`config.mk`:
```
export PLATFORM = sky130hd
export DESIGN_NAME = watchdog_reset_sequencer
export DESIGN_NICKNAME = d
export VERILOG_FILES = /design/src/rtl/watchdog_reset_sequencer.sv
export SDC_FILE = /design/constraint.sdc
export NUM_CORES = 1
export LEC_CHECK = 0
export ABC_AREA = 1
export CORE_MARGIN = 2
export CORE_UTILIZATION = 50
export DETAILED_ROUTE_END_ITERATION = 12
export PLACE_DENSITY = 0.83
export SYNTH_ARGS = -nofsm -noshare
export SYNTH_HDL_FRONTEND = slang
export SYNTH_SLANG_ARGS = --single-unit
```
`constraint.sdc`:
```
create_clock -name soc_clk -period 1.6 [get_ports soc_clk]
set_clock_uncertainty 0.2 [all_clocks]
set_input_delay 0.16 -clock soc_clk [delete_from_list [all_inputs] [get_ports soc_clk]]
set_output_delay 0.16 -clock soc_clk [all_outputs]
set_load 0.02 [all_outputs]
```
`src/rtl/watchdog_reset_sequencer.sv`:
```
// rtl/watchdog_reset_sequencer.sv - staged panic recovery: warn irq, grace countdown, core reset, lockout
module watchdog_reset_sequencer #(
    parameter int GRACE_CYCLES = 1024,
    parameter int RST_PULSE    = 16,
    parameter int MAX_RESETS   = 3,
    parameter int CNT_W        = 8
) (
    input  logic             soc_clk,
    input  logic             rst,
    input  logic             watchdog_panic,
    input  logic             irq_ack,
    output logic             panic_irq,
    output logic             core_rst_req,
    output logic             fatal,
    output logic [CNT_W-1:0] reset_count,
    output logic [2:0]       state
);

    typedef enum logic [2:0] {
        IDLE    = 3'd0,
        WARN    = 3'd1,
        RESET   = 3'd2,
        HOLDOFF = 3'd3,
        LOCKOUT = 3'd4
    } state_t;

    // One down-counter serves both the grace window and the reset pulse.
    localparam int MAX_CYC = (GRACE_CYCLES > RST_PULSE) ? GRACE_CYCLES : RST_PULSE;
    localparam int CW      = (MAX_CYC > 1) ? $clog2(MAX_CYC) : 1;
    localparam logic [CW-1:0] GRACE_LOAD = CW'(GRACE_CYCLES - 1);
    localparam logic [CW-1:0] PULSE_LOAD = CW'(RST_PULSE - 1);
    localparam logic [31:0]   LOCK_AT    = 32'(MAX_RESETS);

    state_t        cur;
    logic          panic_q;
    logic [CW-1:0] cnt;
    logic          rise;
    logic          lock_hit;

    assign rise  = watchdog_panic & ~panic_q;
    assign state = cur;

    // Compare at 32 bits so a MAX_RESETS beyond the counter range never matches.
    assign lock_hit = (MAX_RESETS != 0) && (32'(reset_count) == LOCK_AT);

    always_ff @(posedge soc_clk) begin
        if (rst) begin
            cur          <= IDLE;
            panic_q      <= 1'b0;
            cnt          <= '0;
            panic_irq    <= 1'b0;
            core_rst_req <= 1'b0;
            fatal        <= 1'b0;
            reset_count  <= '0;
        end else begin
            panic_q <= watchdog_panic;
            if (irq_ack) begin
                panic_irq <= 1'b0;
            end
            unique case (cur)
                IDLE: begin
                    if (rise) begin
                        cur       <= WARN;
                        cnt       <= GRACE_LOAD;
                        panic_irq <= 1'b1;
                    end
                end
                WARN: begin
                    if (!watchdog_panic) begin
                        cur       <= IDLE;
                        cnt       <= '0;
                        panic_irq <= 1'b0;
                    end else if (cnt == '0) begin
                        cur          <= RESET;
                        cnt          <= PULSE_LOAD;
                        core_rst_req <= 1'b1;
                        panic_irq    <= 1'b0;
                        if (reset_count != '1) begin
                            reset_count <= reset_count + 1'b1;
                        end
                    end else begin
                        cnt <= cnt - 1'b1;
                    end
                end
                RESET: begin
                    if (cnt == '0) begin
                        if (lock_hit) begin
                            cur   <= LOCKOUT;
                            fatal <= 1'b1;
                        end else begin
                            cur          <= HOLDOFF;
                            core_rst_req <= 1'b0;
                        end
                    end else begin
                        cnt <= cnt - 1'b1;
                    end
                end
                HOLDOFF: begin
                    // Stay here while the perfmon panic is still latched to avoid a reset loop.
                    if (!watchdog_panic) begin
                        cur <= IDLE;
                    end
                end
                LOCKOUT: begin
                    fatal        <= 1'b1;
                    core_rst_req <= 1'b1;
                end
                default: begin
                    cur <= IDLE;
                end
            endcase
        end
    end

endmodule

```
==> summary.txt <==
Status
  – Status: finished with violations
  – Failing checks: setup timing

Critical path
  – Most frequent CP cell: nand3_4
  – Worst reg-to-reg path cell count: 8
  – Worst EP required: 1.64 ns
  – Crit path launch: cnt[1]$_SDFFE_PP0P_
  – Reg2reg end: reset_count[7]$_SDFFE_PP0P_
  – Worst Setup Start Kind: register
  – Buf+Inv Stages, Crit Path: 2
  – Flop2flop setup slack: -0.05 ns
  – Crit path kind: register to register
  – CP arrival: 1.68 ns
  – Critical path cell sequence: inv_2 > ha_4 > nand3_4 > nor2_8 > buf_6 > nand3_4 > o21ai_1 > a21oi_1
  – Reg2reg start: cnt[1]$_SDFFE_PP0P_
  – Crit. End Element: register
  – Crit-path max FO: 5
  – CP delay by family, top: flip-flops
  – Crit path largest cell delay: 0.36 ns
  – Worst path slowest cell: dfxtp_2

Timing
  – Final Cycle Share: 103%
  – F_max: 607 MHz
  – Worst hold slack: 0.259 ns
  – Unrepaired setup endpoints after global routing: true
  – Setup violations, final: 14
  – Final-report max-slew violation count: 0
  – Worst rel slew slack: 58.9%
  – Worst Tran Pin Value: 0.616 ns
  – Final hold vios: 0
  – Tmin final: 1.65 ns
  – Setup slack after layout: -0.0476 ns

Layout
  – Most frequent cells in the layout: buf_4, nand2_1, nor2_1
  – Core Util, Final: 76.3%
  – Post-route cell area: 2310 sq um
  – Final #Nets: 296
  – Antenna diodes: 0
  – Fill cells: 207
  – Register area: 513 sq um
  – Layout area overhead: 46.4%
  – Layout cell share with drive strength beyond 1: 41.5%
  – Area of the multi-input gates: 1140 sq um
  – Commonest non-fill, non-tap cell in the layout: buf_4

Detailed routing
  – Post-DR wirelength/cell: 14.2 um
  – Via count: 1773
  – DR iter-0 viols: 118
  – Number of remaining DRC errors: 0
  – Total Wirelength: 4730 um
  – Vias per cell: 5.32
  – First-pass DRT Iterations: 5
  – Post-route ant nets: 0

Min path
  – Hold Crit Class: register to register
  – Hold path depth: 2
  – Hold_sp: fatal$_SDFFE_PP0P_
  – Hold Path End: fatal$_SDFFE_PP0P_

Pwr
  – Peak VDD IR: 0.556 mV
  – Switching Share: 41.3%
  – Leakage: 1.06 nW
  – Pwr dens: 901 nW/um^2
  – Switching pwr: 0.859 mW
  – Clk network pwr share: 14.4%
  – Reg power frac: 36.6%
  – Internal power: 1.22 mW
  – Combinational share of power: 49.0%

Global routing
  – Initial antenna violation count: 0
  – Overall Global Routing Usage: 24.7%
  – Grt ovf: 0
  – Pin count of the biggest net entering global routing: 17
  – First-pass GRT wire length: 6690 um
  – Vias in the first global route: 1521

CTS
  – Sink Count: 25
  – Root buffer cell: clkbuf_4
  – CTS tree: done
  – Clk buf depth: 2
  – CTS HTree Levels: 1
  – Clock latency on the worst-skew pair: 0.34 ns
  – Num CTS Buffers: 3
  – CTS Hold Bufs: 0
  – Clk slew on worst S/H paths: 0.14 ns

Die
  – Die footprint: 3620 sq um
  – Die height: 60.2 um
  – FP Rows: 20
  – Die Width: 60.2 um
  – Initial Util: 52.1%
  – Core Area: 3030 sq um
  – Ports: 18

Placed design
  – DP HPWL: 2800 um
  – DP Area: 2030 sq um
  – Port Buffers: 17
  – Placer congestion estimate: 0.932

Yosys
  – Syn_nets: 237
  – Synthesized area: 1580 sq um
  – Seq/Total Area, Yosys: 31.7%
  – Cells after Synth: 231
  – Post-Syn Area per Cell: 6.84 sq um
  – Number of synthesized register bits: 25
  – Synth unique cells: 28
  – Yosys Warn Count: 0

Job
  – Max Cap Viol: 0
==> worst max-delay path by stage <==
stage / to / slack (ns) / cells past startpoint
after floorplan: reset_count[5]$_SDFFE_PP0P_ / 0.001 / 8
after global placement: cnt[4]$_SDFFE_PP0P_ / -0.20 / 7
after detailed placement: cnt[4]$_SDFFE_PP0P_ / -0.25 / 7
after CTS: state[1]$_SDFFE_PP0P_ / -0.03 / 9
after global routing: fatal$_SDFFE_PP0P_ / -0.14 / 9
final: reset_count[7]$_SDFFE_PP0P_ / -0.05 / 8
==> tightest hold or removal path, stage by stage, from the launching register on <==
cell and delay (ns):
dfxtp_1 0.33, inv_1 0.05, a21oi_1 0.05
==> logic make-up after synthesis <==
family | Yosys count | share of synthesized area [%]
flip-flops | 25 | 31.7
AND/OR/NAND/NOR | 117 | 36.8
buffers and inverters | 33 | 8.48
AO/OA/AOI/OAI | 45 | 16.5
adder cells (fa/ha/maj) | 2 | 1.58
XOR/XNOR | 9 | 4.99
==> routing by layer <==
layer / GRT usage [%] / up-vias / wire length (um)
met5: 0 / - / 0
met1: 30.3 / 811 / 1920
met3: 3.46 / 20 / 308
li1: - / 863 / -
met2: 43.0 / 79 / 2330
met4: 9.84 / 0 / 180
==> metrics by stage <==
stage | setup TNS [ns] | cells | power, mW | setup WS, ns
floorplan | 0 | 231 | 1.27 | 0.000973
CTS | -0.0379 | 329 | 1.95 | -0.0264
global route | -1.90 | 333 | 2.20 | -0.140
detailed placement | -2.85 | 320 | 1.56 | -0.247
global placement | -2.05 | 320 | 1.55 | -0.203
finish | -0.423 | 333 | 2.08 | -0.0476
==> power by group through the flow <==
stage               clock [mW]  combinational [mW]  sequential (mW)
finish                   0.300                1.02            0.762
detailed placement           0               0.799            0.760
floorplan                    0               0.501            0.772
global placement             0               0.786            0.759
global route             0.328                1.10            0.770
CTS                      0.297               0.898            0.752
==> registers in the layout, indices dropped and copies added (netlist names) <==
| register | cells |
|---|---|
| reset_count | 8 |
| fatal | 1 |
| panic_irq | 1 |
| state | 3 |
| panic_q | 1 |
| core_rst_req | 1 |
| cnt | 10 |
==> layout make-up <==
type                    count  area share [%]
multi-input cells         173            49.2
flip-flops and latches     25            22.2
repair buffers             57            20.1
inverters                  30            4.98
well taps                  44            2.38
clock buffers               4            1.14
==> synthesized netlist by cell type, drive strengths merged <==
cell	instances	area, sq um
o21ai	15	78.8
a211oi	1	7.51
a22oi	1	7.51
ha	2	25.0
inv	30	113
nor2	37	188
nand2	52	213
a31oi	1	6.26
a21oi	26	153
nand3	20	138
nor3	6	30.0
nand4	2	12.5
buf	3	21.3
dfxtp	25	500
xor2	9	78.8
o21bai	1	7.51
==> repair_timing <==
| item | 4_1_cts | 5_1_grt |
|---|---|---|
| pin swaps | 11 | 12 |
| resized for setup | 41 | 41 |
| setup endpoints to repair | 36 | 25 |
| buffers inserted | 5 | 4 |
No activity file was read; power rests on OpenSTA's default activity.
